### config.mk
export PLATFORM = sky130hd
export DESIGN_NAME = interleaver_commutator
export DESIGN_NICKNAME = d
export VERILOG_FILES = /design/src/rtl/interleaver_pkg.sv /design/src/rtl/branch_ptr_counter.sv /design/src/rtl/interleaver_commutator.sv
export SDC_FILE = /design/constraint.sdc
export NUM_CORES = 1
export LEC_CHECK = 0
export ABC_AREA = 1
export CAP_MARGIN = 10
export CORE_ASPECT_RATIO = 1.4
export CORE_UTILIZATION = 27
export CTS_CLUSTER_SIZE = 8
export DETAILED_ROUTE_END_ITERATION = 12
export PLACE_DENSITY_LB_ADDON = 0.15
export SYNTH_ARGS = -nofsm -noshare
export SYNTH_HDL_FRONTEND = slang
export SYNTH_HIERARCHICAL = 1
export SYNTH_SLANG_ARGS = --single-unit
### constraint.sdc
create_clock -name clk -period 1.61 [get_ports clk]
set_input_delay 0.322 -clock clk [delete_from_list [all_inputs] [get_ports clk]]
set_output_delay 0.322 -clock clk [all_outputs]
set_load 0.01 [all_outputs]
### src/rtl/interleaver_pkg.sv
// Shared definitions for the convolutional interleaver datapath: default sizes,
// direction encodings and the start-branch rule used by every commutator.
package interleaver_pkg;

    localparam int DEFAULT_WIDTH    = 32'sd8;
    localparam int DEFAULT_BRANCHES = 32'sd12;

    localparam int DIR_INTERLEAVE   = 32'sd0;
    localparam int DIR_DEINTERLEAVE = 32'sd1;

    // The frame starts at the branch the pointer visits first in its direction.
    function automatic int start_branch(input int branches, input int dir);
        if (dir == DIR_DEINTERLEAVE) begin
            start_branch = branches - 32'sd1;
        end else begin
            start_branch = 32'sd0;
        end
    endfunction

endpackage

### src/rtl/branch_ptr_counter.sv
// Modulo-BRANCHES up/down branch pointer with advance enable, load-to-start
// and synchronous reset; shared by the read and write side commutators.
module branch_ptr_counter
    import interleaver_pkg::*;
#(
    parameter int BRANCHES = DEFAULT_BRANCHES,
    parameter int DIR      = DIR_INTERLEAVE,
    parameter int SEL_W    = $clog2(BRANCHES)
) (
    input  logic             clk,
    input  logic             rst,
    input  logic             en,
    input  logic             load,
    output logic [SEL_W-1:0] ptr
);

    localparam logic [SEL_W-1:0] START_PTR = SEL_W'(start_branch(BRANCHES, DIR));
    localparam logic [SEL_W-1:0] LAST_PTR  = SEL_W'(BRANCHES - 32'sd1);
    localparam logic [SEL_W-1:0] ZERO_PTR  = SEL_W'(1'b0);
    localparam logic [SEL_W-1:0] ONE_PTR   = SEL_W'(1'b1);

    logic [SEL_W-1:0] ptr_r;
    logic [SEL_W-1:0] ptr_nxt_s;

    // Next pointer: load beats advance; wrap keeps the value inside 0..BRANCHES-1.
    always_comb begin
        ptr_nxt_s = ptr_r;
        if (load) begin
            ptr_nxt_s = START_PTR;
        end else if (en) begin
            if (DIR == DIR_DEINTERLEAVE) begin
                ptr_nxt_s = (ptr_r == ZERO_PTR) ? LAST_PTR : (ptr_r - ONE_PTR);
            end else begin
                ptr_nxt_s = (ptr_r == LAST_PTR) ? ZERO_PTR : (ptr_r + ONE_PTR);
            end
        end else begin
            ptr_nxt_s = ptr_r;
        end
    end

    // Pointer register.
    always_ff @(posedge clk) begin
        if (rst) begin
            ptr_r <= START_PTR;
        end else begin
            ptr_r <= ptr_nxt_s;
        end
    end

    assign ptr = ptr_r;

endmodule

### src/rtl/interleaver_commutator.sv
// Registered branch commutator: picks one branch symbol per accept using a
// rotating pointer and holds it in a single valid/ready output register.
module interleaver_commutator
    import interleaver_pkg::*;
#(
    parameter int WIDTH    = DEFAULT_WIDTH,
    parameter int BRANCHES = DEFAULT_BRANCHES,
    parameter int DIR      = DIR_INTERLEAVE,
    parameter int SEL_W    = $clog2(BRANCHES)
) (
    input  logic                      clk,
    input  logic                      rst,
    input  logic [BRANCHES*WIDTH-1:0] in_data,
    input  logic                      in_valid,
    output logic                      in_ready,
    input  logic                      resync,
    output logic [WIDTH-1:0]          out_data,
    output logic                      out_valid,
    input  logic                      out_ready,
    output logic [SEL_W-1:0]          out_branch,
    output logic                      out_sof
);

    localparam logic [SEL_W-1:0] START_PTR = SEL_W'(start_branch(BRANCHES, DIR));

    logic [SEL_W-1:0] ptr_s;
    logic             in_ready_s;
    logic             accept_s;
    logic             drain_s;
    logic [WIDTH-1:0] sel_data_s;

    logic [WIDTH-1:0] out_data_r,   out_data_nxt_s;
    logic             out_valid_r,  out_valid_nxt_s;
    logic [SEL_W-1:0] out_branch_r, out_branch_nxt_s;
    logic             out_sof_r,    out_sof_nxt_s;

    // Ready only looks at the output register and downstream, never at in_valid/resync.
    assign in_ready_s = !out_valid_r || out_ready;
    assign accept_s   = in_valid && in_ready_s;
    assign drain_s    = out_valid_r && out_ready;
    assign sel_data_s = in_data[int'(ptr_s)*WIDTH +: WIDTH];

    branch_ptr_counter #(
        .BRANCHES (BRANCHES),
        .DIR      (DIR),
        .SEL_W    (SEL_W)
    ) u_ptr (
        .clk  (clk),
        .rst  (rst),
        .en   (accept_s),
        .load (resync),
        .ptr  (ptr_s)
    );

    // Output register next state: reload on accept, empty on a bare drain, else hold.
    always_comb begin
        out_data_nxt_s   = out_data_r;
        out_valid_nxt_s  = out_valid_r;
        out_branch_nxt_s = out_branch_r;
        out_sof_nxt_s    = out_sof_r;
        if (accept_s) begin
            out_data_nxt_s   = sel_data_s;
            out_valid_nxt_s  = 1'b1;
            out_branch_nxt_s = ptr_s;
            out_sof_nxt_s    = (ptr_s == START_PTR);
        end else if (drain_s) begin
            out_valid_nxt_s  = 1'b0;
        end else begin
            out_valid_nxt_s  = out_valid_r;
        end
    end

    // Output register; reset discards any held symbol.
    always_ff @(posedge clk) begin
        if (rst) begin
            out_data_r   <= {WIDTH{1'b0}};
            out_valid_r  <= 1'b0;
            out_branch_r <= START_PTR;
            out_sof_r    <= 1'b0;
        end else begin
            out_data_r   <= out_data_nxt_s;
            out_valid_r  <= out_valid_nxt_s;
            out_branch_r <= out_branch_nxt_s;
            out_sof_r    <= out_sof_nxt_s;
        end
    end

    assign in_ready   = in_ready_s;
    assign out_data   = out_data_r;
    assign out_valid  = out_valid_r;
    assign out_branch = out_branch_r;
    assign out_sof    = out_sof_r;

endmodule

==> results.yml, run 1 <==
setup_path:
  r2r-start: "u_ptr/ptr[0]"
  cp-end-kind: "register"
  path_class: "in -> reg"
  critPathRequiredTime_ps: 1750
  arrival_ps: 1610
  crit_fanout: 6
  cp_slowest_cell: "clkdlybuf4s50_1"
  crit_chain: "clkdlybuf4s50_1 -> inv_1 -> nand2_1 -> buf_4 -> nand2_2 -> inv_1 -> buf_4 -> nand2_1 -> nor2_1 -> nand2_1 -> nand2_1 -> nor2_1"
  max_stage_delay_ps: 450
  cp_num_buf_inv: 5
  startpoint: "out_ready"
  timing.critical_path.mode_cell: "nand2_1"
  critPathLaunchType: "input port"
  critPathTopFamily: "buffers and inverters"
yosys:
  synthDistinctLibCells: 21
  synth_seq_area_share_pct: 19.8
  yosys.area.top_type_share_pct: 28.5
  ys_ff_latch: 18
  synth.top_cells.by_area: "nand2_1 28%, dfxtp_1 20%, nand3_1 19%, inv_1 13%, a21oi_1 3.3%"
  syn_area_per_cell_sq_um: 5.15
  yosys_warnings: 6
  synth_top_area_cell: "nand2_1"
  synth_cells: 353
  syn_nets: 455
  syn_area_sq_um: 1820
clock_network:
  clkTransAtPathRegs_ps: 70
  cts_buffers: 3
  cts_num_sinks: 18
  cts_max_level: 1
  cts_hold_buf: 0
  cts_tree: "done"
  clock_path_buffers: 2
  root_buffer: "clkbuf_8"
  cts_setup_buffers: 0
  insertion_delay_ps: 250
global_routing:
  grtUsageTotal_pct: 18.8
  grt_overflow: 0
  antenna_found_initial: 0
  grt_max_degree: 37
  grt_pass1_vias: 2279
  grt_pass1_wl_um: 10700
detailed_routing:
  finalWirelength_um: 6670
  postRouteAntennaNets: 0
  vias_per_cell: 4.62
  firstDrtPassIters: 8
  vias: 2501
  drt_iter0_drc: 94
  route.detailed.drc: 9
  wire_per_inst_um: 12.3
floorplanning:
  core_area_sq_um: 6530
  num_rows: 35
  die_area_sq_um: 7070
  initial_utilization_pct: 27.9
  die_x_um: 71.4
  fp.dieH_um: 99.1
  io_pins: 116
sta:
  fin_crit_ps: 1470
  skew_ps: 2.12
  maxSlewViolCount: 0
  final-setup-viol-count: 0
  timing.hold.ws_ps: 475
  rsz0062_at_grt: "no"
  final_hold_viol_count: 0
  layout_setup_ws_ps: 142
  fmax_mhz: 681
  tightest_slew_ps: 459
  finalCritPeriodShare_pct: 91.2
  slew_headroom_pct: 69.3
final_layout:
  design_area_sq_um: 3110
  n_antenna_cell: 0
  synthToLayoutAreaGrowth_pct: 71.0
  final_cell_mix: "138 x nand2_1, 114 x clkdlybuf4s50_1, 69 x nand3_1"
  num-fill-cells: 717
  drive_above_1_share_pct: 5.57
  final_common_cell: "nand2_1"
  nets: 571
  utilization_pct: 47.6
placed_design:
  post-place-ws_ps: -122
  dp.final_hpwl_um: 5190
  numPortBuffers: 115
  globalplace.congestion: 0.832
  placed_area_sq_um: 3070
pwr:
  p_per_area_nw_per_um2: 457
  power_w: 0.00142
  ir_drop_uv: 305
  leakage_nw: 1.53
hold_path:
  hold_path_startpoint: "out_sof"
  hp-class: "reg -> reg"
outcome:
  violations: "DRC"
  status: "finished, violations left"
job:
  maxCapViolations: 0
## flip-flops by register name, summed over array words and instances, names as in the netlist
signal      flops
out_data        8
out_branch      4
u_ptr/ptr       4
out_sof         1
out_valid       1
## Yosys cell counts
cell type and instances:
nand4_1 1, dfxtp_1 18, nand2_2 1, ha_1 1, a21oi_2 1, nand3_1 69
or2_0 1, inv_2 3, clkbuf_1 2, buf_4 2, a211oi_1 1, o21ai_0 9
a21oi_1 12, buf_2 12, o21ai_2 1, buf_6 4, nand2_1 138, inv_1 62
o21ai_1 3, nor3_1 1, nor2_1 11
## cell type report
| cell class | count | area, sq um | area share (%) |
|---|---|---|---|
| clock buffer | 3 | 41.3 | 1.33 |
| inverter | 65 | 244 | 7.85 |
| multi-input combinational | 250 | 1090 | 34.9 |
| sequential | 18 | 362 | 11.6 |
| tap | 74 | 92.6 | 2.98 |
| timing repair buffer | 131 | 1280 | 41.3 |
## layer usage
layer	GRT usage (%)	share of wire, %
met1	23.0	41
met2	35.2	52
met3	1.62	5.7
met4	4.00	0.93
met5	0	0
## power by group
part           internal [W]  switching [W]  total, W
logic              0.000370       0.000246  0.000616
registers          0.000475      0.0000162  0.000492
clock network      0.000166       0.000147  0.000313
total               0.00101       0.000408   0.00142
## metrics by stage
step / instances / setup TNS [ps]
5_1_grt: 541 / 0
3_3_place_gp: 538 / -615
3_5_place_dp: 538 / -867
2_1_floorplan: 353 / 0
4_1_cts: 541 / 0
6_report: 541 / 0
## worst register-to-register path, cell delays in order (launching register included)
cell,delay [ps]
dfxtp_2,330
inv_2,200
buf_4,240
nand2_1,60
nand2_1,60
nand2_1,60
nand3_1,130
nand3_1,90
a21oi_1,130
## logic make-up (layout without fill, tap and decap cells)
group / Yosys count / count (layout) / share of synthesized area (%)
adders and majority gates: 1 / 1 / 0.688
DFF: 18 / 18 / 19.8
buffers and inverters: 85 / 199 / 20.4
AOI/OAI and AO/OA: 27 / 27 / 7.98
and+or+nand+nor: 222 / 222 / 51.1
## final timing paths
path | end | slack, ps | cells past startpoint
max | u_ptr/ptr[3] | 140 | 12
min | out_sof | 480 | 2
max reg2reg | out_data[7] | 250 | 8
min reg2reg | out_sof | 480 | 2
## what timing repair did
action / 4_1_cts / 5_1_grt
endpoints found under the setup margin: 1 / 0
gates resized for setup: 1 / 0
hold endpoints to repair: 0 / 0
(Power assumes the default switching activity.)
==> run 2: changes to the inputs <==
--- a/config.mk
+++ b/config.mk
@@ -12,6 +12,7 @@
 export CTS_CLUSTER_SIZE = 8
 export DETAILED_ROUTE_END_ITERATION = 12
 export PLACE_DENSITY_LB_ADDON = 0.15
+export SLEW_MARGIN = 20
 export SYNTH_ARGS = -nofsm -noshare
 export SYNTH_HDL_FRONTEND = slang
 export SYNTH_HIERARCHICAL = 1
==> results of run 2 <==
No change in the layout: final DEF, timing and power equal those of run 1.
